`config.mk`:
```
export PLATFORM = sky130hd
export DESIGN_NAME = shift_pload_sio
export DESIGN_NICKNAME = d
export VERILOG_FILES = /design/src/rtl/shift_pload_sio.sv
export SDC_FILE = /design/constraint.sdc
export NUM_CORES = 1
export LEC_CHECK = 0
export CAP_MARGIN = 20
export CELL_PAD_IN_SITES_DETAIL_PLACEMENT = 0
export CELL_PAD_IN_SITES_GLOBAL_PLACEMENT = 1
export CORE_MARGIN = 2
export CORE_UTILIZATION = 40
export CTS_BUF_LIST = sky130_fd_sc_hd__clkbuf_2
export CTS_CLUSTER_DIAMETER = 60
export CTS_CLUSTER_SIZE = 14
export DETAILED_ROUTE_END_ITERATION = 10
export PLACE_DENSITY_LB_ADDON = 0.1
export SLEW_MARGIN = 20
export SYNTH_ARGS = -nofsm -noshare
export SYNTH_HDL_FRONTEND = slang
export SYNTH_SLANG_ARGS = --single-unit
```
`constraint.sdc`:
```
create_clock -name clk -period 4 [get_ports clk]
set_input_delay 0.6 -clock clk [delete_from_list [all_inputs] [get_ports clk]]
set_output_delay 0.6 -clock clk [all_outputs]
set_load 0.1 [all_outputs]
```
`src/rtl/shift_pload_sio.sv`:
```
// Full-duplex parallel-load shift engine: transmits a word on sout while capturing sin,
// advancing one bit per shift_en strobe, with a load/ready/done handshake.
module shift_pload_sio #(
  parameter int WIDTH      = 8,
  parameter bit MSB_FIRST  = 1'b1,
  parameter bit IDLE_LEVEL = 1'b0
) (
  input  logic             clk,
  input  logic             rst_n,
  input  logic             load,
  input  logic [WIDTH-1:0] data,
  output logic             ready,
  input  logic             shift_en,
  input  logic             abort,
  input  logic             sin,
  output logic             sout,
  output logic             busy,
  output logic             done,
  output logic [WIDTH-1:0] din
);

  localparam int CW = $clog2(WIDTH + 1);
  localparam logic [CW-1:0] CNT_FULL = CW'(WIDTH);
  localparam logic [CW-1:0] CNT_LAST = CW'(1);

  typedef enum logic {
    IDLE,
    SHIFT
  } state_t;

  state_t           state, state_nxt;
  logic [WIDTH-1:0] tx, tx_nxt, tx_sh;
  logic [WIDTH-1:0] rx, rx_nxt, rx_sh;
  logic [WIDTH-1:0] din_nxt;
  logic [CW-1:0]    cnt, cnt_nxt;
  logic             done_nxt;
  logic             last_strobe;

  // The final strobe of a word frees the engine in the same cycle so a new word can chain with no gap.
  assign last_strobe = (state == SHIFT) && (cnt == CNT_LAST) && shift_en;
  assign ready       = (state == IDLE) || last_strobe;
  assign busy        = (state == SHIFT);
  assign sout        = (state == SHIFT) ? (MSB_FIRST ? tx[WIDTH-1] : tx[0]) : IDLE_LEVEL;

  always_comb begin
    if (MSB_FIRST) begin
      tx_sh = {tx[WIDTH-2:0], 1'b0};
      rx_sh = {rx[WIDTH-2:0], sin};
    end else begin
      tx_sh = {1'b0, tx[WIDTH-1:1]};
      rx_sh = {sin, rx[WIDTH-1:1]};
    end
  end

  // Abort outranks strobe and load; load is only honoured while ready.
  always_comb begin
    state_nxt = state;
    tx_nxt    = tx;
    rx_nxt    = rx;
    cnt_nxt   = cnt;
    din_nxt   = din;
    done_nxt  = 1'b0;
    case (state)
      IDLE: begin
        if (load) begin
          state_nxt = SHIFT;
          tx_nxt    = data;
          rx_nxt    = '0;
          cnt_nxt   = CNT_FULL;
        end
      end
      SHIFT: begin
        if (abort) begin
          state_nxt = IDLE;
          cnt_nxt   = '0;
        end else if (shift_en) begin
          tx_nxt  = tx_sh;
          rx_nxt  = rx_sh;
          cnt_nxt = cnt - CNT_LAST;
          if (cnt == CNT_LAST) begin
            din_nxt  = rx_sh;
            done_nxt = 1'b1;
            if (load) begin
              tx_nxt  = data;
              rx_nxt  = '0;
              cnt_nxt = CNT_FULL;
            end else begin
              state_nxt = IDLE;
            end
          end
        end
      end
      default: begin
        state_nxt = IDLE;
      end
    endcase
  end

  always_ff @(posedge clk or negedge rst_n) begin
    if (!rst_n) begin
      state <= IDLE;
    end else begin
      state <= state_nxt;
    end
  end

  always_ff @(posedge clk or negedge rst_n) begin
    if (!rst_n) begin
      tx   <= '0;
      rx   <= '0;
      cnt  <= '0;
      din  <= '0;
      done <= 1'b0;
    end else begin
      tx   <= tx_nxt;
      rx   <= rx_nxt;
      cnt  <= cnt_nxt;
      din  <= din_nxt;
      done <= done_nxt;
    end
  end

endmodule

```
==> results.txt <==
----------------------------------------------------
[Clock network]
  Maximum level of the CTS H-tree ... 2
  Clock tree from TritonCTS ... yes
  TritonCTS buffer count ... 5
  Post-CTS Resized ... 0
  Post-CTS repair timing setup buffer count ... 0
  Clock slew at reported path FFs ... about 0.15 ns
  Clk root buf ... clkbuf_2
  Clock buffer depth ... 2
  Clock latency at the later pin of the worst-skew pair ... approximately 0.34 ns
  Hold_buf cts ... 0
  Total number of clock tree sinks ... 29

[Worst setup path]
  Required time of the critical path ... approximately 3.4 ns
  Maximum single-stage delay on the critical path ... between 1 and 1.5 ns
  Worst setup EP type ... output pin
  Maximum fanout count along the critical path ... 19
  Ordered cell list for the critical path ... and2_1 -> clkdlybuf4s50_1
  Critical setup path kind ... reg2out
  Worst EP arrival ... ~2.4 ns
  Slowest cell on the critical path ... clkdlybuf4s50_1
  Critical path startpoint category ... register

[Finish]
  Final non-filler cell area ... ~1700 sq um
  Highest-count cells in the layout ignoring fill and taps ... dfrtp_1, clkdlybuf4s50_1, o21ai_0, nand3_1, mux2_4
  Commonest non-fill, non-tap cell in the layout ... dfrtp_1
  ANT cells ... 0
  Total number of nets in the final design ... between 150 and 200
  Synthesis-to-layout area growth ... 22.7%
  Layout filler cell count ... 340
  Share of final-layout standard cells stronger than drive strength 1 ... 0.163

[Flow run]
  Max Cap Viol ... 0

[STA]
  Endpoints failing hold ... 0
  Part of the cycle the worst path needs ... 0.759
  Fin Clk Skew ... ~0.015 ns
  Transition at the pin with the smallest max-transition slack ... ~0.97 ns
  RSZ-0062 raised after global routing ... no
  Count of final max-slew check failures ... 0
  Count of final setup violators ... 0
  Post-route setup TNS ... 0 ns
  Min Clock Period, post-route ... between 3 and 4 ns
  Worst slew margin ... 0.352
  Achievable clock frequency ... roughly 330 MHz
  Worst path setup slack after routing ... roughly 0.97 ns

[Route]
  Residual DRC count ... 0
  Per-cell via count in the routed design ... between 5 and 6
  Number of detailed-routing iterations run before antenna repair ... 4
  DR iter-0 viols ... between 50 and 60
  Average wire per cell in the routed design ... 14.5 um
  DR vias ... 1033
  DRT Wirelength ... between 2 and 3 mm
  Post-DRT Antenna Nets ... 0

[Logic synthesis]
  Total of flip-flops plus latches after synthesis ... 29
  Seq/Total Area, Yosys ... 0.523
  Warnings from Yosys ... 0
  Synthesized instance count ... 120
  Synthesized area per cell ... approximately 12 sq um
  Number of nets in the synthesized netlist ... around 140
  Distinct cell type count of the synthesized netlist ... 34
  Cell area after synthesis ... 1390 sq um

[Floorplanning]
  Starting density of the core ... 0.416
  I/O pin count ... 26
  Horizontal extent of the die ... about 63 um
  Row cnt ... 21
  Y dimension of the die ... around 63 um
  Std-Cell Core Area ... roughly 3300 sq um
  Die outline area ... 3960 sq um

[GRT]
  First-pass GRT wire length ... a little under 5 mm
  All-layer global routing usage ... 0.161
  Antenna violations before repair ... 0
  Sum of overflow across all layers after global routing ... 0
  Via count of the first global-routing pass ... between 1000 and 1500
  Pin count of the biggest net entering global routing ... 30

[Placed design]
  Gp weighted congestion ... slightly below 0.8
  Sum of net half-perimeters after detailed placement ... around 1.9 mm
  Worst Setup Slack post-DPL ... between 1 and 1.5 ns
  Placed instance area ... roughly 1700 sq um
  Number of port buffers ... 25

[Outcome]
  Status ... finished, final reports clean

[Pwr]
  Maximum vdd drop ... roughly 0.00032 V
  Lkg Pwr ... approximately 0.78 nW
  Power Dens Cells ... 503 nW/um^2

[Worst hold path]
  Hold Path Class ... reg2reg

----------------------------------------------------
==> through the flow <==
stage               total power, W  utilization  std cells  hold WS, ns
global placement          0.000717        0.499        185        0.491
global route              0.000914        0.511        193        0.551
detailed placement        0.000721        0.499        185        0.495
finish                    0.000858        0.511        193        0.524
floorplan                 0.000638            -        120        0.304
CTS                       0.000864        0.511        193        0.529
==> critical path, delay by kind of cell (launching register included) <==
kind	cells	cell delay (ns)
buffers and inverters	1	1.13
flip-flops	1	0.74
AND/OR/NAND/NOR	1	0.22
==> Yosys cell counts <==
library cell | number | area share
a21oi_1 | 4 | 0.014
a22o_1 | 7 | 0.044
a31oi_1 | 7 | 0.032
and2_1 | 1 | 0.0045
and2b_4 | 1 | 0.0072
and3b_1 | 1 | 0.0063
buf_1 | 1 | 0.0027
buf_2 | 6 | 0.022
buf_6 | 1 | 0.0081
dfrtp_1 | 29 | 0.52
ha_1 | 2 | 0.018
inv_1 | 6 | 0.016
inv_2 | 1 | 0.0027
mux2_4 | 8 | 0.086
mux2i_1 | 2 | 0.014
nand2_1 | 2 | 0.0054
nand2b_4 | 1 | 0.0099
nand3_1 | 8 | 0.029
nand4_1 | 1 | 0.0045
nand4bb_1 | 2 | 0.016
nor2_1 | 2 | 0.0054
nor2_2 | 1 | 0.0045
nor2b_1 | 1 | 0.0045
nor3_1 | 7 | 0.025
nor4_1 | 1 | 0.0045
nor4_4 | 1 | 0.015
nor4bb_1 | 1 | 0.0072
o2111ai_1 | 1 | 0.0063
o21ai_0 | 8 | 0.029
o21ai_1 | 1 | 0.0036
o221ai_1 | 2 | 0.013
o31ai_1 | 1 | 0.0054
o32ai_1 | 1 | 0.0063
or2_0 | 1 | 0.0045
==> routing by layer <==
| layer | vias to the layer above | share of wire | global-route usage |
|---|---|---|---|
| met5 | - | 0 | 0 |
| met2 | 29 | 0.45 | 0.230 |
| met4 | 0 | 0.015 | 0.0833 |
| li1 | 501 | - | - |
| met1 | 498 | 0.48 | 0.222 |
| met3 | 5 | 0.052 | 0.0432 |
==> flip-flops by register name (all words and copies together) (netlist names) <==
register,count
din,8
busy,1
rx,7
tx,8
done,1
cnt,4
==> cell families (layout without fill, tap and decap cells) <==
family,after synthesis,in the layout,synth area share
and+or+nand+nor,32,32,0.154
adders and majority gates,2,2,0.0180
AOI/OAI and AO/OA,32,32,0.153
buffers and inverters,15,42,0.0513
muxes,10,10,0.101
DFF,29,29,0.523
==> worst paths after layout <==
kind,from,endpoint,slack [ns],cells after the start
setup / recovery,busy,sout,0.97,2
hold / removal,din[2],din[2],0.52,1
setup reg to reg,busy,tx[6],1.90,3
hold reg to reg,din[2],din[2],0.52,1
max in group asynchronous,rst_n,tx[7],3.11,2
min in group asynchronous,rst_n,cnt[0],0.62,2
==> where the power goes <==
part | leakage (nW) | internal (W) | switching [W]
registers | 0.376 | 0.000349 | 0.0000484
clock network | 0.0327 | 0.0000440 | 0.0000976
logic | 0.369 | 0.000111 | 0.000207
==> layout make-up <==
type / count / area, sq um / area share
Sequential cell: 29 / 726 / 0.426
Multi-Input combinational cell: 76 / 592 / 0.347
Timing Repair Buffer: 27 / 263 / 0.154
Tap cell: 46 / 57.6 / 0.0338
Clock buffer: 6 / 30.0 / 0.0176
Inverter: 7 / 26.3 / 0.0154
Clock inverter: 2 / 10.0 / 0.00587
(Power assumes the default switching activity.)
